$ cat config.mk
export PLATFORM = sky130hd
export DESIGN_NAME = cp0_unit
export DESIGN_NICKNAME = d
export VERILOG_FILES = /design/src/rtl/cp0_unit_pkg.sv /design/src/rtl/cp0_timer.sv /design/src/rtl/cp0_unit.sv
export SDC_FILE = /design/constraint.sdc
export NUM_CORES = 1
export LEC_CHECK = 0
export ABC_AREA = 1
export CORE_MARGIN = 8
export CORE_UTILIZATION = 45
export DETAILED_ROUTE_END_ITERATION = 10
export PLACE_DENSITY_LB_ADDON = 0.05
export SLEW_MARGIN = 15
export SYNTH_ARGS = -nofsm -noshare
export SYNTH_HDL_FRONTEND = slang
export SYNTH_SLANG_ARGS = --single-unit
$ cat constraint.sdc
create_clock -name clk -period 2.94 [get_ports clk]
set_clock_uncertainty 0.05 [all_clocks]
set_input_delay 0.588 -clock clk [delete_from_list [all_inputs] [get_ports clk]]
set_output_delay 0.588 -clock clk [all_outputs]
set_load 0.02 [all_outputs]
$ cat src/rtl/cp0_unit_pkg.sv
// Shared constants for the P7 coprocessor-0: exception codes, CP0 register numbers, field bits.
package cp0_unit_pkg;

  localparam logic [4:0] CodeNone = 5'd0;
  localparam logic [4:0] CodeInt  = 5'd0;

  localparam logic [4:0] Cp0Count   = 5'd9;
  localparam logic [4:0] Cp0Compare = 5'd11;
  localparam logic [4:0] Cp0Sr      = 5'd12;
  localparam logic [4:0] Cp0Cause   = 5'd13;
  localparam logic [4:0] Cp0Epc     = 5'd14;
  localparam logic [4:0] Cp0PrId    = 5'd15;

  localparam int unsigned SrIeBit  = 0;
  localparam int unsigned SrExlBit = 1;
  localparam int unsigned ImLo     = 10;
  localparam int unsigned ImHi     = 15;

  function automatic logic [31:0] sr_word(input logic [5:0] im, input logic exl, input logic ie);
    logic [31:0] w;
    w = '0;
    w[ImHi:ImLo] = im;
    w[SrExlBit]  = exl;
    w[SrIeBit]   = ie;
    return w;
  endfunction

  function automatic logic [31:0] cause_word(input logic bd, input logic [5:0] ip,
                                             input logic [4:0] exc);
    return {bd, 15'b0, ip, 3'b0, exc, 2'b0};
  endfunction

endpackage

$ cat src/rtl/cp0_timer.sv
// Count/Compare timer with a sticky pending flag; only instantiated when CP0_TIMER_EN is defined.
module cp0_timer (
  input  logic        clk_i,
  input  logic        rst_ni,
  input  logic        count_we_i,
  input  logic        compare_we_i,
  input  logic [31:0] wdata_i,
  output logic [31:0] count_o,
  output logic [31:0] compare_o,
  output logic        pending_o
);

  logic [31:0] count_q, count_d;
  logic [31:0] compare_q, compare_d;
  logic        pending_q, pending_d;

  always_comb begin
    count_d   = count_we_i ? wdata_i : count_q + 32'd1;
    compare_d = compare_we_i ? wdata_i : compare_q;
    // A Compare write acknowledges the interrupt; otherwise the flag is sticky.
    pending_d = compare_we_i ? 1'b0
                             : (pending_q | ((count_q == compare_q) && (compare_q != 32'd0)));
  end

  always_ff @(posedge clk_i or negedge rst_ni) begin
    if (!rst_ni) begin
      count_q   <= '0;
      compare_q <= '0;
      pending_q <= 1'b0;
    end else begin
      count_q   <= count_d;
      compare_q <= compare_d;
      pending_q <= pending_d;
    end
  end

  assign count_o   = count_q;
  assign compare_o = compare_q;
  assign pending_o = pending_q;

endmodule

$ cat src/rtl/cp0_unit.sv
// Coprocessor-0 for the P7 pipeline: exception/interrupt request, SR/Cause/EPC, mfc0/mtc0.
// Optional Count/Compare timer enabled by defining CP0_TIMER_EN.
module cp0_unit
  import cp0_unit_pkg::*;
#(
  parameter logic [31:0] PRID       = 32'h2023_0007,
  parameter logic [31:0] HANDLER_PC = 32'h0000_4180
) (
  input  logic        clk,
  input  logic        reset,
  input  logic        en,
  input  logic [4:0]  CP0Add,
  input  logic [31:0] CP0In,
  output logic [31:0] CP0Out,
  input  logic [31:0] VPC,
  input  logic        BDIn,
  input  logic [4:0]  ExcCodeIn,
  input  logic [5:0]  HWInt,
  input  logic        EXLClr,
  output logic        Req,
  output logic [31:0] EPCOut,
  output logic [31:0] HandlerPC
);

  logic [5:0]  im_q, im_d;
  logic        exl_q, exl_d;
  logic        ie_q, ie_d;
  logic        bd_q, bd_d;
  logic [5:0]  ip_q, ip_d;
  logic [4:0]  exc_q, exc_d;
  logic [31:0] epc_q, epc_d;

  logic        int_req, exc_req, req;
  logic        wr;
  logic        timer_pending;
  logic [5:0]  ip_eff;

  assign wr = en & ~req;

`ifdef CP0_TIMER_EN
  logic [31:0] count, compare;

  cp0_timer u_timer (
    .clk_i        (clk),
    .rst_ni       (reset),
    .count_we_i   (wr && (CP0Add == Cp0Count)),
    .compare_we_i (wr && (CP0Add == Cp0Compare)),
    .wdata_i      (CP0In),
    .count_o      (count),
    .compare_o    (compare),
    .pending_o    (timer_pending)
  );
`else
  assign timer_pending = 1'b0;
`endif

  assign ip_eff  = {HWInt[5] | timer_pending, HWInt[4:0]};
  assign int_req = ie_q & ~exl_q & (|(ip_eff & im_q));
  assign exc_req = ~exl_q & (ExcCodeIn != CodeNone);
  assign req     = int_req | exc_req;
  // Gate with reset so Req drops in the same cycle reset is pulled low.
  assign Req     = reset & req;

  always_comb begin
    im_d  = im_q;
    exl_d = exl_q;
    ie_d  = ie_q;
    bd_d  = bd_q;
    ip_d  = ip_eff;
    exc_d = exc_q;
    epc_d = epc_q;
    if (req) begin
      exl_d = 1'b1;
      bd_d  = BDIn;
      exc_d = int_req ? CodeInt : ExcCodeIn;
      epc_d = BDIn ? VPC - 32'd4 : VPC;
    end else begin
      if (EXLClr) exl_d = 1'b0;
      // The mtc0 assignment comes last so it overrides EXLClr on EXL.
      if (wr && (CP0Add == Cp0Sr)) begin
        im_d  = CP0In[ImHi:ImLo];
        exl_d = CP0In[SrExlBit];
        ie_d  = CP0In[SrIeBit];
      end
      if (wr && (CP0Add == Cp0Epc)) epc_d = CP0In;
    end
  end

  always_ff @(posedge clk or negedge reset) begin
    if (!reset) begin
      im_q  <= '0;
      exl_q <= 1'b0;
      ie_q  <= 1'b0;
      bd_q  <= 1'b0;
      ip_q  <= '0;
      exc_q <= '0;
      epc_q <= '0;
    end else begin
      im_q  <= im_d;
      exl_q <= exl_d;
      ie_q  <= ie_d;
      bd_q  <= bd_d;
      ip_q  <= ip_d;
      exc_q <= exc_d;
      epc_q <= epc_d;
    end
  end

  always_comb begin
    CP0Out = '0;
    unique case (CP0Add)
      Cp0Sr:      CP0Out = sr_word(im_q, exl_q, ie_q);
      Cp0Cause:   CP0Out = cause_word(bd_q, ip_q, exc_q);
      Cp0Epc:     CP0Out = epc_q;
      Cp0PrId:    CP0Out = PRID;
`ifdef CP0_TIMER_EN
      Cp0Count:   CP0Out = count;
      Cp0Compare: CP0Out = compare;
`endif
      default:    CP0Out = '0;
    endcase
  end

  assign EPCOut    = epc_q;
  assign HandlerPC = HANDLER_PC;

endmodule

==> metrics.md, run 1 <==
| Metric | Value |
|---|---|
| TritonCTS clock tree | built |
| Worst setup path class | input pin to output port |
| Count of mapped cells out of synthesis | 589 |
| Die area | between 10,000 and 15,000 µm² |
| Unique masters post-synth | 34 |
| Post-route minimum period | about 2800 ps |
| Vias post-DR | between 4,000 and 5,000 |
| Area share of the largest cell type after synthesis | 34.2% |
| Fill cell instance count of the final layout | between 700 and 800 |
| Reg clk slew, reported paths | approximately 100 ps |
| Number of failing setup endpoints in the final timing report | 0 |
| Die H | approximately 110 µm |
| Number of buffers added by the clock tree synthesis step | 5 |
| Post-route clock period utilization | 96.6% |
| Starting DRC count in detailed routing | 224 |
| Wirelength, routed | around 13,000 µm |
| Share of the core filled with cells in the final layout | about two thirds |
| Clock latency reported for the late side of the worst-skew pair | around 300 ps |
| Type of the tightest min-delay check | input pin to async pin |
| CP endpoint kind | output port |
| Total instance count after detailed placement | between 800 and 900 |
| FF/Latch Area | about 1300 µm² |
| Critical path startpoint category | input pin |
| Synth top area cells | dfrtp_1 34%, nand2_1 17%, nor2_1 9.8% |
| Min setup slack post-route | ~100 ps |
| Initial cell density of the core | around 46% |
| Port Buf Inserts | approximately 150 |
| Setup repair after global routing missed its margin | false |
| Number of remaining DRC errors | 0 |
| Number of non-filler instances in the completed layout | roughly 850 |
| Area delta synth->final | 43.8% |
| Number of H-tree levels | 2 |
| Clock tree root driver cell | clkbuf_8 |
| Area used by multi-input combinational logic | 2020 µm² |
| Number of antenna violations at the first check in global routing | 0 |
| P per Cell Area | between 700 and 800 nW/µm² |
| Number of sinks handled by clock tree synthesis | 52 |
| Via count normalized by instance count | 4.84 |
| Number of detailed-route iterations in the first pass | 4 |
| Slew at the pin with the worst max-slew slack | 683 ps |
| Number of primary I/O pins | between 150 and 200 |
| Data arrival time at the worst-slack endpoint | roughly 2200 ps |
| Nets@finish | roughly 830 |
| GPL Wtd Cong | 0.885 |
| Per-instance average area after synthesis | between 6 and 7 µm² |
| First-pass GRT wire length | between 20,000 and 25,000 µm |
| Data required, critical path | 2300 ps |
| Core Box Area | 8220 µm² |
| Number of diodes | 0 |
| Max-Slew Margin vs Limit | a little over half |
| Most common cell after layout, fill and taps aside | nand2_1 |
| Max-cap check violation count | 0 |
| Combined global-route utilization of all metal layers | 21.6% |
| Max Buffers Root-to-Sink | 2 |
| Die X-Extent | 108 µm |
| Placed wire-length estimate after detailed placement | between 10,000 and 15,000 µm |
| Largest net degree at the start of global routing | 53 |
| Vias in the first global route | between 4,000 and 5,000 |
| Static Leak | 0.00292 µW |
| Post-DRT Antenna Nets | 0 |
| Total count of hold-check failures in the final report | 0 |
| Peak Freq | about 350 MHz |
| Worst slack on hold paths | 418 ps |
| Worst Setup Slack post-DPL | -167 ps |
| Site row count | 33 |
| Final global-route overflow total | 0 |
| Peak supply drop | 0.454 mV |
| Commonest cells after routing, fill and taps aside | 173 x nand2_1, 116 x clkdlybuf4s50_1, 99 x nor2_1 |
| Fraction of final layout cells sized beyond drive strength 1 | under 10% |
| Count of pins over their slew limit | 0 |
| Wirelength per Cell | approximately 15 µm |
| Top cell type by total area after synthesis | dfrtp_1 |
| Post-CTS Hold Buffers | 0 |
| Cell area after technology mapping | around 3800 µm² |
| Synthesis warning total | 0 |
| Crit path max fanout | 2 |
| Post-synthesis sequential area ratio | between 30% and 40% |
| Result of the run | finished clean |
| Aggregate negative setup slack | 0 ps |
| Number of storage elements in the synthesis netlist | 52 |
==> critical path, stage by stage <==
cell and delay (ps):
clkdlybuf4s50_1 490, nand2_1 80, nand3_1 100, o21ai_2 80, a21boi_0 210, clkdlybuf4s50_1 650
==> metrics by stage <==
step	power (µW)	cell area, µm²
after floorplan	2520	3920
after global placement	3390	5370
after detailed placement	3450	5370
after CTS	3890	5440
after global routing	4150	5480
final	3860	5480
==> cell usage after synthesis <==
cell type and n:
nand2_1 173, nor2_1 99, inv_1 68, dfrtp_1 52, nand3_1 40, o21ai_0 40, buf_4 34, xor2_1 10
o21ai_1 9, a21oi_1 8, clkbuf_1 6, nand4_1 6, xnor2_1 5, buf_2 4, nand2_2 4, inv_2 3
nand3b_1 3, o211ai_1 3, buf_6 2, conb_1 2, nor2_4 2, nor3_1 2, o22ai_1 2, or2_2 2
a21boi_0 1, a21oi_2 1, clkinv_4 1, ha_1 1, nand2_4 1, nor2_2 1, nor2_8 1, o21ai_2 1
o21ai_4 1, o221ai_1 1
==> routing by layer <==
metal / GRT usage (%) / wire, µm / up-vias
met5: 0 / 0 / -
li1: - / - / 2082
met4: 4.16 / 119 / 0
met3: 5.12 / 1040 / 12
met2: 37.8 / 6490 / 150
met1: 26.5 / 5360 / 1887
==> kinds of logic (layout without fill, tap and decap cells) <==
family,count (synthesis),in the layout,share of synthesized area [%]
XOR/XNOR,15,15,3.45
AO/OA/AOI/OAI,67,67,9.73
adder cells (fa/ha/maj),1,1,0.329
buffers and inverters,118,247,15.6
flip-flops,52,52,34.2
AND/OR/NAND/NOR,334,334,36.5
other,2,32,0.197
==> worst paths after layout <==
check	to	slack (ps)	start	depth (start not counted)
hold / removal	EPCOut[17]	420	reset	2
min in group clk	EPCOut[26]	470	EPCOut[26]	2
hold reg to reg	EPCOut[26]	470	EPCOut[26]	2
max in group asynchronous	EPCOut[26]	1930	reset	2
setup reg to reg	EPCOut[8]	900	im_q[3]	9
setup / recovery	Req	100	HWInt[3]	6
==> where the power goes <==
part	leakage, µW	switching, µW	total (µW)	internal, µW
sequential	0.000619	220	1250	1030
clock	0.0000434	252	444	191
combinational	0.00226	1280	2160	885
total	0.00292	1750	3860	2110
==> area by class of cell <==
cell class / count / area share, %
sequential: 52 / 23.8
clock buffer: 6 / 1.51
clock inverter: 2 / 0.274
multi-input combinational: 449 / 37.0
inverter: 72 / 5.03
tap: 105 / 2.40
timing repair buffer: 167 / 30.1
==> sequential cells by signal, indices dropped and copies added, names as in the netlist <==
register and flops:
im_q 6, EPCOut 32, ip_q 6, exl_q 1
ie_q 1, bd_q 1, exc_q 5
==> timing repair <==
action	CTS	global route
gates resized for setup	19	16
setup endpoints to repair	19	16
setup buffers	0	0
Power figures use the tool's default switching activity.
==> run 2: changes to the inputs <==
Settings changed: SKIP_CTS_REPAIR_TIMING set to 1.
==> run 2 against run 1 <==
Against the previous run:
- cell count stayed put
- clock-buffer cell count unchanged
- clock power about the same
- critical path depth is the same
- sequential power barely moved
- die area did not move
- first-iteration DRC count is 1.8% lower
- fmax up 0.32%
- routed wire length increased by 0.32%
- hold slack gained 4.9 ps
- critical endpoint unchanged
- largest cell class unchanged
==> metrics.md, run 2 (synthesis gave the netlist of run 1 again) <==
| Metric | Value |
|---|---|
| Result of the run | finished clean |
| Number of sinks handled by clock tree synthesis | 52 (unchanged) |
| Fraction of final layout cells sized beyond drive strength 1 | 6.02% (unchanged) |
| Post-DRT Antenna Nets | 0 (unchanged) |
| Reg clk slew, reported paths | 100 ps (about the same) |
| Count of pins over their slew limit | 0 (unchanged) |
| TritonCTS clock tree | built |
| Largest net degree at the start of global routing | 53 (unchanged) |
| Type of the tightest min-delay check | input pin to async pin |
| Die area | 11,700 µm² (unchanged) |
| First-pass GRT wire length | 20,100 µm (about the same) |
| Die X-Extent | 108 µm (unchanged) |
| Largest incremental delay on the critical path | 650 ps (about the same) |
| Most common cell after layout, fill and taps aside | nand2_1 |
| Number of H-tree levels | 2 (unchanged) |
| Post-route minimum period | 2830 ps (-9.15 ps) |
| Wirelength per Cell | 15.3 µm (+0.32%) |
| Area used by multi-input combinational logic | 2020 µm² (unchanged) |
| Crit path max fanout | 2 (unchanged) |
| Site row count | 33 (unchanged) |
| Combined global-route utilization of all metal layers | 21.6% (about the same) |
| Area delta synth->final | 45.6% |
| Wirelength, routed | 13,100 µm (+0.32%) |
| Peak supply drop | 0.455 mV (+0.24%) |
| Met2 wire length | 6580 µm (+1.4%) |
| Overall power consumption | 3860 µW (+0.15%) |
| Fill cell instance count of the final layout | 759 (-1.8%) |
| Worst setup path class | input pin to output port |
| Nets@finish | 833 (unchanged) |
| Clock tree root driver cell | clkbuf_8 |
| Critical path startpoint category | input pin |
| Via count normalized by instance count | 4.85 (+0.19%) |
| Data arrival time at the worst-slack endpoint | 2190 ps (about the same) |
| Clock latency reported for the late side of the worst-skew pair | 300 ps (about the same) |
| Number of primary I/O pins | 182 (unchanged) |
| Port Buf Inserts | 149 (unchanged) |
| P per Cell Area | 697 nW/µm² (-1.1%) |
| GPL Wtd Cong | 0.885 (unchanged) |
| Starting DRC count in detailed routing | 220 (-1.8%) |
| FF/Latch Area | 1300 µm² (unchanged) |
| Max Buffers Root-to-Sink | 2 (unchanged) |
| Static Leak | 0.00318 µW (+9.1%) |
| Slew at the pin with the worst max-slew slack | 691 ps (+8.00 ps) |
| Total count of hold-check failures in the final report | 0 (unchanged) |
| Setup repair after global routing missed its margin | false |
| Flip-flop count of the largest register, all copies and words added | 32 (unchanged) |
| Max-Slew Margin vs Limit | 53.9% (-0.53 points) |
| Wire length on met1 | 5440 µm (+1.4%) |
| Share of the core filled with cells in the final layout | 67.5% (+0.82 points) |
| Worst Setup Slack post-DPL | -167 ps (unchanged) |
| Uppermost routed layer | met4 |
| Number of detailed-route iterations in the first pass | 5 (+1) |
| Crit path cell chain | clkdlybuf4s50_1, nand2_1, nand3_1, o21ai_2, a21boi_0, clkdlybuf4s50_1 |
| Number of buffers added by the clock tree synthesis step | 5 (unchanged) |
| Number of remaining DRC errors | 0 (unchanged) |
| Data required, critical path | 2300 ps (about the same) |
| Core Box Area | 8220 µm² (unchanged) |
| Placed wire-length estimate after detailed placement | 10,800 µm (unchanged) |
| Most used cell along the critical path | clkdlybuf4s50_1 |
| Max-cap check violation count | 0 (unchanged) |
| Wire length on met3 | 912 µm (-12%) |
| CP endpoint kind | output port |
| Peak Freq | 353 MHz (+0.32%) |
| Vias in the first global route | 4,059 (+0.025%) |
| Area after DPL | 5370 µm² (unchanged) |
| Final global-route overflow total | 0 (unchanged) |
| Commonest cells after routing, fill and taps aside | 173 x nand2_1, 116 x clkdlybuf4s50_1, 99 x nor2_1 |
| Die H | 108 µm (unchanged) |
| Min setup slack post-route | 109 ps (+9.15 ps) |
| Vias post-DR | 4,139 (+0.19%) |
| Cell type of the slowest stage on the worst timing path | clkdlybuf4s50_1 |
| Number of diodes | 0 (unchanged) |
| Initial cell density of the core | 46.3% (unchanged) |
| Number of failing setup endpoints in the final timing report | 0 (unchanged) |
| Post-route clock period utilization | 96.3% (-0.31 points) |
| Post-route cell area | 5540 µm² (+1.2%) |
| Number of antenna violations at the first check in global routing | 0 (unchanged) |
run 2: cell types whose count changed in the layout (fill, tap and decap cells not counted), sizes merged:
cell	delta
dlygate4sd2	-16
clkdlybuf4s15	-3
dlymetal6s2s	+19
run 2: routing by layer:
layer / GRT usage [%] / vias to the layer above
met4: 4.16 / 0
met2: 37.8 / 135
met1: 26.5 / 1913
met3: 5.12 / 12
met5: 0 / -
li1: - / 2079
run 2: through the flow:
| step | setup TNS [ps] | hold slack, ps | cells |
|---|---|---|---|
| detailed placement | -1820 | 443 | 845 |
| global placement | -934 | 433 | 845 |
| global route | 0 | 488 | 853 |
| floorplan | 0 | 242 | 619 |
| CTS | -1940 | 470 | 853 |
| finish | 0 | 423 | 853 |
run 2: area by class of cell:
type	count	area share [%]
multi-input cells	449	36.5
repair buffers	167	30.9
flip-flops and latches	52	23.5
inverters	72	4.97
well taps	105	2.37
clock buffers	6	1.49
clock inverters	2	0.271
run 2: power by group:
group	switching [µW]	total, µW	internal [µW]	leakage (µW)
Combinational	1280	2170	890	0.00252
Clock	250	442	191	0.0000434
Sequential	221	1250	1030	0.000619
run 2: final timing paths:
path,startpoint,endpoint,slack (ps),cells after the start
setup / recovery,HWInt[3],Req,110,6
hold / removal,reset,EPCOut[17],420,2
setup reg to reg,im_q[3],EPCOut[8],900,9
hold reg to reg,EPCOut[26],EPCOut[26],470,2
max in group asynchronous,reset,EPCOut[26],1920,2
min in group clk,EPCOut[26],EPCOut[26],470,2
run 2: critical path: cells and delay by family:
family | cells | cell delay, ps
AOI/OAI and AO/OA | 2 | 280
and+or+nand+nor | 2 | 180
buffers and inverters | 2 | 1140
